**src/rtl/pc_gen_pkg.sv**
```systemverilog
// Shared types for the program-counter generator: next-PC select codes,
// FSM states and the instruction alignment mask.
package pc_gen_pkg;

  typedef enum logic [2:0] {
    SRC_SEQ    = 3'd0,
    SRC_BRANCH = 3'd1,
    SRC_JALR   = 3'd2,
    SRC_RET    = 3'd3,
    SRC_TRAP   = 3'd4
  } pc_src_e;

  typedef enum logic [1:0] {
    ST_BOOT = 2'd0,
    ST_RUN  = 2'd1,
    ST_HALT = 2'd2
  } pc_state_e;

  localparam logic [1:0] ALIGN_MASK = 2'b11;

endpackage

```
**src/rtl/pc_ras.sv**
```systemverilog
// Return-address stack: circular buffer with a top pointer and a saturating
// occupancy count, so a push when full silently overwrites the oldest entry.
module pc_ras #(
  parameter int WIDTH     = 32,
  parameter int RAS_DEPTH = 4
) (
  input  logic             clk,
  input  logic             rst,
  input  logic             push,
  input  logic [WIDTH-1:0] push_addr,
  input  logic             pop,
  output logic [WIDTH-1:0] top_addr,
  output logic             empty,
  output logic             full
);

  localparam int PW = $clog2(RAS_DEPTH);
  localparam logic [PW:0] FULL_CNT = RAS_DEPTH[PW:0];

  logic [WIDTH-1:0] mem [RAS_DEPTH];
  logic [PW-1:0]    ptr;
  logic [PW:0]      cnt;

  // Push+pop together swaps the top entry in place, leaving pointer and count alone.
  always_ff @(posedge clk) begin
    if (rst) begin
      ptr <= '0;
      cnt <= '0;
    end else if (push && pop) begin
      mem[ptr] <= push_addr;
    end else if (push) begin
      mem[ptr + 1'b1] <= push_addr;
      ptr             <= ptr + 1'b1;
      if (cnt != FULL_CNT) cnt <= cnt + 1'b1;
    end else if (pop) begin
      ptr <= ptr - 1'b1;
      cnt <= cnt - 1'b1;
    end
  end

  assign top_addr = mem[ptr];
  assign empty    = (cnt == '0);
  assign full     = (cnt == FULL_CNT);

endmodule

```
**src/rtl/pc_gen.sv**
```systemverilog
// Program-counter generator: boot/run/halt FSM selecting the next fetch
// address from sequential, branch, jalr, return-stack and trap sources.
module pc_gen
  import pc_gen_pkg::*;
#(
  parameter int               WIDTH        = 32,
  parameter logic [WIDTH-1:0] RESET_VECTOR = '0,
  parameter int               RAS_DEPTH    = 4
) (
  input  logic             clk,
  input  logic             rst,
  input  logic             stall,
  input  pc_src_e          pc_src,
  input  logic [WIDTH-1:0] base_pc,
  input  logic [WIDTH-1:0] imm,
  input  logic [WIDTH-1:0] jalr_base,
  input  logic [WIDTH-1:0] trap_vec,
  input  logic             ras_push,
  input  logic [WIDTH-1:0] ras_push_addr,
  input  logic             halt,
  input  logic             resume,
  output logic [WIDTH-1:0] pc,
  output logic [WIDTH-1:0] pc_plus4,
  output logic             fetch_valid,
  output logic             misaligned,
  output logic             ras_empty,
  output logic             ras_full,
  output pc_state_e        state
);

  logic [WIDTH-1:0] nxt_pc;
  logic [WIDTH-1:0] redirect_tgt;
  logic [WIDTH-1:0] ras_top;
  pc_state_e        nxt_state;
  logic             nxt_mis;
  logic             ras_pop;
  logic             ras_push_en;
  logic             is_redirect;

  pc_ras #(
    .WIDTH     (WIDTH),
    .RAS_DEPTH (RAS_DEPTH)
  ) u_ras (
    .clk       (clk),
    .rst       (rst),
    .push      (ras_push_en),
    .push_addr (ras_push_addr),
    .pop       (ras_pop),
    .top_addr  (ras_top),
    .empty     (ras_empty),
    .full      (ras_full)
  );

  assign pc_plus4     = pc + WIDTH'(4);
  assign is_redirect  = (pc_src == SRC_BRANCH) || (pc_src == SRC_JALR);
  assign redirect_tgt = (pc_src == SRC_JALR)
                      ? ((jalr_base + imm) & ~WIDTH'(1))
                      : (base_pc + imm);
  assign fetch_valid  = (state == ST_RUN) && !stall;

  // Priority in RUN: trap, branch/jalr, return, halt/stall hold, sequential.
  always_comb begin
    nxt_pc      = pc;
    nxt_state   = state;
    nxt_mis     = 1'b0;
    ras_pop     = 1'b0;
    ras_push_en = 1'b0;
    case (state)
      ST_BOOT: begin
        nxt_pc    = RESET_VECTOR;
        nxt_state = ST_RUN;
      end
      ST_RUN: begin
        ras_push_en = ras_push && !stall;
        if (pc_src == SRC_TRAP) begin
          nxt_pc = trap_vec;
        end else if (is_redirect) begin
          if ((redirect_tgt[1:0] & ALIGN_MASK) != 2'b00) begin
            nxt_pc  = trap_vec;
            nxt_mis = 1'b1;
          end else begin
            nxt_pc = redirect_tgt;
          end
        end else if ((pc_src == SRC_RET) && !ras_empty) begin
          nxt_pc  = ras_top;
          ras_pop = 1'b1;
        end else if (halt) begin
          nxt_state = ST_HALT;
        end else if (!stall) begin
          nxt_pc = pc_plus4;
        end
      end
      ST_HALT: begin
        if (pc_src == SRC_TRAP) begin
          nxt_pc    = trap_vec;
          nxt_state = ST_RUN;
        end else if (resume) begin
          nxt_state = ST_RUN;
        end
      end
      default: begin
        nxt_pc    = RESET_VECTOR;
        nxt_state = ST_BOOT;
      end
    endcase
  end

  always_ff @(posedge clk) begin
    if (rst) begin
      state      <= ST_BOOT;
      pc         <= RESET_VECTOR;
      misaligned <= 1'b0;
    end else begin
      state      <= nxt_state;
      pc         <= nxt_pc;
      misaligned <= nxt_mis;
    end
  end

endmodule

```
**config.mk**
```make
export PLATFORM = sky130hd
export DESIGN_NAME = pc_gen
export DESIGN_NICKNAME = d
export VERILOG_FILES = /design/src/rtl/pc_gen_pkg.sv /design/src/rtl/pc_ras.sv /design/src/rtl/pc_gen.sv
export SDC_FILE = /design/constraint.sdc
export NUM_CORES = 1
export LEC_CHECK = 0
export CAP_MARGIN = 20
export CORE_AREA = 4 4 161 178
export CTS_CLUSTER_SIZE = 20
export DETAILED_ROUTE_END_ITERATION = 8
export DIE_AREA = 0 0 165 182
export GPL_TIMING_DRIVEN = 0
export MAX_ROUTING_LAYER = met4
export PLACE_DENSITY = 0.74
export SLEW_MARGIN = 20
export SYNTH_ARGS = -nofsm -noshare
export SYNTH_HDL_FRONTEND = slang
export SYNTH_SLANG_ARGS = --single-unit
```
**constraint.sdc**
```tcl
create_clock -name clk -period 8.45 [get_ports clk]
set_input_delay 2.1125 -clock clk [delete_from_list [all_inputs] [get_ports clk]]
set_output_delay 2.1125 -clock clk [all_outputs]
set_load 0.02 [all_outputs]
```
==> out/results.txt <==
CTS tree -> built
layout cells sized above 1 -> 0.109
hold path start -> pc[0]
kind of critical path -> input pin to flop
Die Y -> 182 um
met3 global-route usage -> 0.0477
Reg2Reg Depth -> 11
RSZ-0062 raised after global routing -> false
Crit path required time -> 8.58 ns
number of port buffers -> 235
GR Util met2 -> 0.408
Synth Instances -> 1,130
Core Area -> 26,900 um^2
leading area contributor after synthesis -> edfxtp_1
Clock Sinks -> 170
CTS max path bufs -> 2
global route total overflow -> 0
proportion of synthesized chip area in sequential cells -> 0.402
drt total wl -> 38,300 um
synth cell count leaders -> edfxtp_1, nand2_1, a21oi_1, nor2_1, ha_1
vias -> 10,300
DP Area -> 14,600 um^2
Switching Fraction -> 0.318
synthesized area -> 11,700 um^2
Clk pwr share -> 0.311
Die Area -> 30,000 um^2
# Post-CTS Setup Buffers -> 0
Min-Delay Endpoint -> pc[0]
largest net degree at the start of global routing -> 17
minimum clock period -> 5.74 ns
Final nets -> 1,642
first-pass GRT wire length -> 57,000 um
antenna violations before repair -> 2
worst reg2reg path startpoint -> u_ras.cnt[0]
Synth area leaders -> edfxtp_1, ha_1, dfxtp_1, mux4_2, a21oi_1
WL/cell -> 21.6 um
DRT Pass-1 Iters -> 9
CP startpoint kind -> input pin
flops & latches, synth -> 170
Layout Cells excl Fill -> 1,774
number of enable flip-flop cells after synthesis -> 128
max-cap violations -> 0
FF-to-FF End -> u_ras.mem[3][1]
Yosys top cell area share -> 0.330
busiest metal layer after global routing -> met2
Tcrit/Tclk final -> 0.679
row count -> 63
fillers -> 2,295
Hold Buf Count CTS -> 0
Iteration-0 DRC Markers -> 861
worst skew pair latency -> 0.43 ns
area grow syn2layout -> 30.1%
Clock Skews -> 0.0102 ns
Num CTS Buffers -> 17
Avg Cell Area, Syn -> 10.3 um^2
Crit. End Element -> flop
Ys Warns -> 0
Post-DP HPWL -> 30,900 um
worst hold path type -> flop to flop
most common cell in the netlist -> edfxtp_1
setup violators final -> 0
reg2reg setup slack -> 4.58 ns
hold path depth -> 2
initial core utilization -> 0.434
max frequency -> 174 MHz
DP Cell Count -> 1,740
status -> finished, final reports clean
routability cong. -> 0.967
NetSw -> 0.743 mW
Final Power -> 2.34 mW
combinational share of power -> 0.291
vias in the first global route -> 10,200
Root Buffer -> clkbuf_16
Max Slew Vio Count -> 0
Max VDD drop -> 0.132 mV
relative slew slack -> 0.370
static leakage -> 5.52 nW
drt drc -> 0
met1 global-route usage -> 0.315
Design Area, Final -> 15,200 um^2
asr flop ratio synth -> 0
PwrDens -> 154 nW/um^2
remaining antenna violation count -> 0
cell internal pwr -> 1.59 mW
ys flop type -> edfxtp_1
via/cell ratio -> 5.81
CP Data Arrival Time -> 5.86 ns
worst slew pin tran -> 0.942 ns
I/O pin cnt -> 239
Chip Width -> 165 um
share of power burned in registers -> 0.398
Distinct cells, synth -> 96
post_cts resized -> 0
Worst Path Max Fanout -> 10
Syn Nets -> 1,370
CTS H-tree lvls -> 4
Reg clk slew, reported paths -> 0.06 ns
total track usage -> 0.255
final hold vios -> 0
==> worst max-delay path: stages <==
cell and delay, ns:
clkdlybuf4s50_1 0.54, nor2b_1 0.22, and3_1 0.25, buf_2 0.28, buf_2 0.32, nand2_1 0.16, ha_1 0.27, xnor2_1 0.18
nor4b_2 0.68, buf_2 0.35, buf_2 0.24, buf_2 0.24
==> cell type report <==
cell class | instances | area, um^2 | share of cell area
Clock buffer | 18 | 429 | 0.0283
Tap cell | 357 | 447 | 0.0294
Sequential cell | 170 | 4680 | 0.309
Clock inverter | 14 | 115 | 0.00759
Timing Repair Buffer | 253 | 2480 | 0.164
Multi-Input combinational cell | 884 | 6660 | 0.439
Buffer | 49 | 241 | 0.0159
Inverter | 27 | 101 | 0.00668
Antenna cell | 2 | 5.00 | 0.000330
==> power groups by stage <==
stage,sequential [mW],combinational [mW],clock (mW)
after floorplan,0.951,0.403,0
after global placement,0.947,0.658,0
after detailed placement,0.947,0.666,0
after CTS,0.929,0.671,0.739
after global routing,0.930,0.729,0.774
final,0.929,0.679,0.727
==> how the worst max path moves through the flow <==
stage / cells after the start / slack, ns / startpoint / to
after detailed placement: 12 / 2.33 / pc_src[2] / u_ras.mem[3][22]
final: 12 / 2.71 / pc_src[2] / u_ras.mem[3][1]
after global routing: 12 / 2.56 / pc_src[2] / u_ras.mem[3][24]
after global placement: 9 / -2.05 / pc_src[2] / u_ras.mem[3][29]
after CTS: 12 / 2.78 / pc_src[2] / u_ras.mem[3][1]
after floorplan: 9 / 1.04 / pc_src[1] / u_ras.mem[3][0]
==> cell usage in the layout, fill, tap and decap left out, types with 26 or more instances in the layout <==
cell             instances
ha_1                    68
a21oi_1                 84
dfxtp_1                 42
edfxtp_1               128
o21ai_0                 53
nor2_1                  75
a21o_1                  30
nand2_1                112
clkdlybuf4s50_1        235
buf_2                   26
mux4_2                  32
xor2_1                  46
nand3_1                 34
inv_1                   27
xnor2_1                 30
==> cell families after synthesis <==
kind of cell	Yosys count	share of synthesized area
mux	45	0.0733
xor+xnor	78	0.0599
buf+inv	76	0.0294
compound gates	342	0.206
fa+ha+maj	71	0.0781
simple gates	348	0.152
flops	170	0.402
==> stage by stage <==
stage          hold WS, ns  worst slack, ns  setup TNS [ns]  utilization
2_1_floorplan        0.491             1.04               0            -
3_3_place_gp         0.507            -2.05         -136.37        0.538
3_5_place_dp         0.528             2.33               0        0.544
4_1_cts              0.544             2.78               0        0.564
5_1_grt              0.589             2.56               0        0.564
6_report             0.533             2.71               0        0.564
==> state kept, by name (all words and copies together), names as in the netlist, named ones only <==
signal      cells
u_ras.mem     128
pc             32
u_ras.cnt       3
state           2
u_ras.ptr       2
misaligned      1
==> metal layers <==
layer | vias up | routed length, um
met5 | - | 0
met2 | 432 | 18400
met1 | 4866 | 15400
met3 | 88 | 2990
met4 | 0 | 1560
li1 | 4921 | -
Power figures use the tool's default switching activity.
